<file path="config.mk">
export PLATFORM = sky130hd
export DESIGN_NAME = input_conditioner
export DESIGN_NICKNAME = d
export VERILOG_FILES = /design/src/rtl/input_conditioner.sv
export SDC_FILE = /design/constraint.sdc
export NUM_CORES = 1
export LEC_CHECK = 0
export CAP_MARGIN = 30
export CORE_MARGIN = 2
export CORE_UTILIZATION = 52
export DETAILED_ROUTE_END_ITERATION = 8
export PLACE_DENSITY_LB_ADDON = 0.2
export SLEW_MARGIN = 20
export SYNTH_ARGS = -nofsm -noshare
export SYNTH_HDL_FRONTEND = slang
export SYNTH_HIERARCHICAL = 1
export SYNTH_SLANG_ARGS = --single-unit
</file>
<file path="constraint.sdc">
create_clock -name clk -period 2.05 [get_ports clk]
set_input_delay 0.205 -clock clk [delete_from_list [all_inputs] [get_ports clk]]
set_output_delay 0.205 -clock clk [all_outputs]
set_load 0.02 [all_outputs]
</file>
<file path="src/rtl/input_conditioner.sv">
// Multi-channel input conditioner: per channel a synchroniser chain, a
// debounce filter that publishes a stable level with registered rise/fall
// pulses, and a sticky pending-event flag acknowledged by a clear strobe.

module input_conditioner_lane #(
  parameter int SYNC_STAGES     = 2,
  parameter int DEBOUNCE_CYCLES = 4
) (
  input  logic clk,
  input  logic rst,
  input  logic inp,
  input  logic clr,
  output logic level,
  output logic rise,
  output logic fall,
  output logic pend
);
  localparam int            CW      = $clog2(DEBOUNCE_CYCLES + 1);
  localparam logic [CW-1:0] CNT_MAX = CW'(DEBOUNCE_CYCLES - 1);

  logic [SYNC_STAGES-1:0] sync_q, sync_d;
  logic [CW-1:0]          cnt_q, cnt_d;
  logic                   level_q, level_d;
  logic                   rise_q, rise_d;
  logic                   fall_q, fall_d;
  logic                   pend_q, pend_d;
  logic                   sync;

  assign sync = sync_q[SYNC_STAGES-1];

  // Shift the raw pin into the synchroniser chain.
  always_comb begin
    sync_d = {sync_q[SYNC_STAGES-2:0], inp};
  end

  // Debounce: count consecutive disagreement cycles; on reaching the
  // threshold adopt the new level and emit a one-cycle edge pulse.
  // The pending flag is set by an edge, which beats a same-cycle clear.
  always_comb begin
    cnt_d   = cnt_q;
    level_d = level_q;
    rise_d  = 1'b0;
    fall_d  = 1'b0;
    if (sync == level_q) begin
      cnt_d = '0;
    end else if (cnt_q == CNT_MAX) begin
      cnt_d   = '0;
      level_d = sync;
      rise_d  = sync;
      fall_d  = ~sync;
    end else begin
      cnt_d = cnt_q + CW'(1);
    end
    if (rise_d || fall_d) pend_d = 1'b1;
    else if (clr)         pend_d = 1'b0;
    else                  pend_d = pend_q;
  end

  // State registers; synchronous reset clears everything.
  always_ff @(posedge clk) begin
    if (rst) begin
      sync_q  <= '0;
      cnt_q   <= '0;
      level_q <= 1'b0;
      rise_q  <= 1'b0;
      fall_q  <= 1'b0;
      pend_q  <= 1'b0;
    end else begin
      sync_q  <= sync_d;
      cnt_q   <= cnt_d;
      level_q <= level_d;
      rise_q  <= rise_d;
      fall_q  <= fall_d;
      pend_q  <= pend_d;
    end
  end

  assign level = level_q;
  assign rise  = rise_q;
  assign fall  = fall_q;
  assign pend  = pend_q;
endmodule

module input_conditioner #(
  parameter int CHANNELS        = 4,
  parameter int SYNC_STAGES     = 2,
  parameter int DEBOUNCE_CYCLES = 4
) (
  input  logic                clk,
  input  logic                rst,
  input  logic [CHANNELS-1:0] inp,
  input  logic [CHANNELS-1:0] clr,
  output logic [CHANNELS-1:0] level,
  output logic [CHANNELS-1:0] rise,
  output logic [CHANNELS-1:0] fall,
  output logic [CHANNELS-1:0] pend,
  output logic                any_pend
);
  // One fully independent conditioner per channel.
  for (genvar g = 0; g < CHANNELS; g++) begin : g_lane
    input_conditioner_lane #(
      .SYNC_STAGES    (SYNC_STAGES),
      .DEBOUNCE_CYCLES(DEBOUNCE_CYCLES)
    ) u_lane (
      .clk  (clk),
      .rst  (rst),
      .inp  (inp[g]),
      .clr  (clr[g]),
      .level(level[g]),
      .rise (rise[g]),
      .fall (fall[g]),
      .pend (pend[g])
    );
  end

  assign any_pend = |pend;
endmodule

</file>
; Word-level counts from Yosys, hierarchy flattened
; Cells that the tools add are included.
[classes]
n_mux = 24
reduce_logical = 17
add_sub_neg = 4
eq_ne = 8
order_cmp = 0
bitwise = 8
div_mod_pow = 0
multipliers = 0
n_shift = 0
[op_table]
columns = op, n
row1 = two-way mux 1 bit, 24
row2 = adder 3 x 1 -> 3 bit (second input constant), 4
row3 = == test 3 x 2 -> 1 bit (second input constant), 4
row4 = OR reduction 3 bit, 4
row5 = inverter 1 bit, 8
row6 = AND reduction 2 bit, 4
row7 = nonzero test 2 bit, 4
row8 = == test 1 bit, 4
row9 = logical OR 1 bit, 4
row10 = OR reduction 4 bit, 1
[totals]
n_memories = 0
elab_cells = 85
latchBits = 0
ram_bits = 0
register_bits = 36
mem_bits_ro = 0
out_inout_bits = 17
input_bits = 10

; Longest topological paths before layout
[depth]
depth_word = 5
mapped_depth = 4

; By module
; The synthesis kept the hierarchy.
[by_module_without_submodules]
columns = module, seq_area_each_um2, instances, area_per_inst_um2, cells_per_inst
row1 = input_conditioner_lane, 180.2, 4, 305.3, 25
row2 = input_conditioner, 0.0, 1, 7.5, 1

; Least setup slack after synthesis
; OpenSTA, ideal clock, no wires.
[synth_timing]
path_type = reg-to-output
start = register g_lane[1].u_lane.pend_q
end = output port any_pend
t_arrival_ps = 1012
path_slack_ps = 833
stages_incl_launch_ff = 2
cell_sequence = dfxtp_1 -> or4_1
[synth_via]
elab_chain_cells = 1
[synth_lines]
columns = element, line_no
row1 = start: declaration, 26  ; logic pend_q, pend_d;
row2 = start signal: assignment, 74  ; pend_q <= pend_d;
row3 = OR reduction 4 bit, 116  ; assign any_pend = |pend;
row4 = end: declaration, 97  ; output logic any_pend
; Every way passes these cells.

; Worst setup path after layout
; Ends and elaborated chain as after synthesis.

==> impl_metrics.env <==
export IMPL_max_slew_margin_rel_pct=74.8
export IMPL_fin_setup_tns_ns=0
export IMPL_dr_pass1_iters=4
export IMPL_cp_num_buf_inv=1
export IMPL_rrSetupSlack_ns=0.85
export IMPL_core_area_um2=2230
export IMPL_hold_buffers=0
export IMPL_cts_setup_buffers=0
export IMPL_cp_slowest_stage_delay_ns=0.55
export IMPL_cts_repair_resized=0
export IMPL_crit_chain="or4_1 -> clkdlybuf4s50_1"
export IMPL_viasPerCell=5.06
export IMPL_cpMaxStageDelayCell="clkdlybuf4s50_1"
export IMPL_gp_congestion=0.687
export IMPL_ys_flop_type="dfxtp_1"
export IMPL_worstSetupStartpointType="register"
export IMPL_skew_ns=0.00432
export IMPL_clock_sinks=36
export IMPL_fin_crit_sh_pct=93.8
export IMPL_reg2reg_from="g_lane[1].u_lane/cnt_q[0]"
export IMPL_power_leakage_nw=0.553
export IMPL_cts_buffers=5
export IMPL_synth_seq_area_share_pct=58.7
export IMPL_num_antenna_cells=0
export IMPL_drt_initial_drc_count=13
export IMPL_grt_pass1_wl_um=3280
export IMPL_worstSkewPairLatency_ns=0.33
export IMPL_net_switching_power_mw=0.238
export IMPL_avgSynthCellArea_um2=12.2
export IMPL_critPathKind="reg2out"
export IMPL_h_tree_depth=2
export IMPL_netSwitchingFraction_pct=20.8
export IMPL_die_width_um=52.6
export IMPL_cp_data_required_time_ns=1.85
export IMPL_syn_nets=119
export IMPL_fin_nets=153
export IMPL_fillers=178
export IMPL_multi_input_area_um2=478
export IMPL_via_count=830
export IMPL_grt_max_degree=33
export IMPL_ff2ff_path_depth=4
export IMPL_cp_depth=2
export IMPL_peakVddDrop_mv=0.597
export IMPL_wl_per_cell_um=11.8
export IMPL_cts_tree="yes"
export IMPL_cap_violations=0
export IMPL_p_int_mw=0.904
export IMPL_ys_ff_latch=36
export IMPL_track_usage_pct=17.3
export IMPL_setup_violations=0
export IMPL_status="finished clean"
export IMPL_min_period_ns=1.92
export IMPL_first_global_vias=793
export IMPL_die_h_um=52.6
export IMPL_clk_pin_slew_ns=0.10
export IMPL_hold_violations=0
export IMPL_route_detailed_drc=0
export IMPL_combPwrFrac_pct=3.8
export IMPL_max_clock_freq_ghz=0.520
export IMPL_start_util_pct=55.0
export IMPL_syn_to_final_growth_pct=29.4
export IMPL_synth_edf_count=0
export IMPL_dp_hpwl_um=1390
export IMPL_netlist_instances=101
export IMPL_cp_arrival_ns=1.72
export IMPL_synthMostInstantiatedCell="dfxtp_1"
export IMPL_drive_gt1_share_pct=8.09
export IMPL_synth_area_um2=1230
export IMPL_p_seq_share_pct=62.5
export IMPL_synth_top_area_share_pct=58.7
export IMPL_end_kind="output port"
export IMPL_async_flop_share_pct=0
export IMPL_cp_max_fo=3
export IMPL_endpoint="any_pend"
export IMPL_synth_area_leader_cell="dfxtp_1"
export IMPL_antenna_found_initial=0
export IMPL_r2r_end="g_lane[1].u_lane/rise"
export IMPL_regArea_um2=721
export IMPL_yosys_warnings=6
export IMPL_hold_path_class="in2reg"
export IMPL_routed_wl_um=1930
export IMPL_grt_overflow=0
export IMPL_ioPinCount=27
export IMPL_clk_path_buf_depth=2
export IMPL_portBuffers=26
export IMPL_rsz0062_at_grt="no"
export IMPL_critical_path_startpoint="g_lane[1].u_lane/pend"
export IMPL_ant_nets=0
export IMPL_power_frac_clock_pct=33.7
export IMPL_utilization_pct=71.2
export IMPL_die_area_um2=2770
export IMPL_root_buffer="clkbuf_4"
export IMPL_crit_family="buffers and inverters"
export IMPL_rows=17
export IMPL_final_max_slew_viol_count=0
export IMPL_synth_cell_type_count=13
export IMPL_netlist_top_cells_area="dfxtp_1, ha_1, nor3b_1, nor4b_2, nor2b_1"
export IMPL_pwr_density_cell_nw_per_um2=718
export IMPL_tightest_slew_ns=0.375
[stage by stage]
step,total power [mW],area (um2),setup slack [ns],std cells,hold WS [ns]
floorplan,0.744,1230,0.833,101,0.277
global placement,0.773,1530,0.497,156,0.416
detailed placement,0.774,1530,0.489,156,0.424
CTS,1.16,1590,0.100,164,0.393
global route,1.19,1590,0.0551,164,0.411
finish,1.14,1590,0.128,164,0.418
[per-layer routing]
layer | vias to the layer above | part of all wire [%] | global-route usage (%)
li1 | 424 | - | -
met3 | 6 | 6.2 | 8.86
met5 | - | 0 | 0
met1 | 382 | 42 | 18.4
met4 | 0 | 2.8 | 10.3
met2 | 18 | 49 | 27.1
[power groups by stage]
stage	logic [mW]	registers, mW	clock network (mW)
finish	0.0434	0.714	0.385
global route	0.0484	0.715	0.427
global placement	0.0431	0.730	0
floorplan	0.0149	0.729	0
CTS	0.0441	0.714	0.403
detailed placement	0.0439	0.730	0
[final cells by class]
type                            instances  share of cell area [%]
Timing Repair Buffer                   27                    16.8
Clock buffer                            8                    3.70
Inverter                                8                    1.89
Multi-Input combinational cell         57                    30.1
Tap cell                               28                    2.20
Sequential cell                        36                    45.3
[cell usage in the layout, fill, tap and decap left out, drive strengths merged]
master / instances
nor3b: 8
clkdlybuf4s50: 26
nor4: 8
o32ai: 4
dfxtp: 36
nand2b: 4
mux2i: 4
or4: 1
nor2b: 8
xnor2: 4
inv: 8
nor4b: 4
nor2: 4
clkbuf: 8
ha: 8
buf: 1
[sequential cells by signal, summed over array words and instances (netlist names)]
signal                count
g_lane.u_lane/level       4
g_lane.u_lane/sync_q      8
g_lane.u_lane/fall        4
g_lane.u_lane/pend        4
g_lane.u_lane/cnt_q      12
g_lane.u_lane/rise        4
[worst reg2reg max path, stage by stage (launching register included)]
cell,delay [ns]
dfxtp_1,0.35
ha_1,0.15
ha_1,0.27
nand2b_1,0.13
nor3b_1,0.22
[worst min path at each step]
stage                     depth (start not counted)                         end                        from  slack, ns
final                                             2  g_lane[1].u_lane/sync_q[0]                      inp[1]       0.42
after global routing                              2  g_lane[3].u_lane/sync_q[0]                      inp[3]       0.41
after detailed placement                          1  g_lane[3].u_lane/sync_q[1]  g_lane[3].u_lane/sync_q[0]       0.42
after floorplan                                   1  g_lane[0].u_lane/sync_q[0]                         rst       0.28
after global placement                            1   g_lane[1].u_lane/cnt_q[0]   g_lane[1].u_lane/cnt_q[0]       0.42
after CTS                                         2  g_lane[1].u_lane/sync_q[0]                      inp[1]       0.39
[kinds of logic after synthesis]
logic type | share of synthesized area, %
buffers and inverters | 2.44
multiplexers | 3.26
AO/OA/AOI/OAI | 2.85
adder cells (fa/ha/maj) | 8.15
AND/OR/NAND/NOR | 21.8
XOR/XNOR | 2.85
flip-flops | 58.7
No activity file was read; power rests on OpenSTA's default activity.
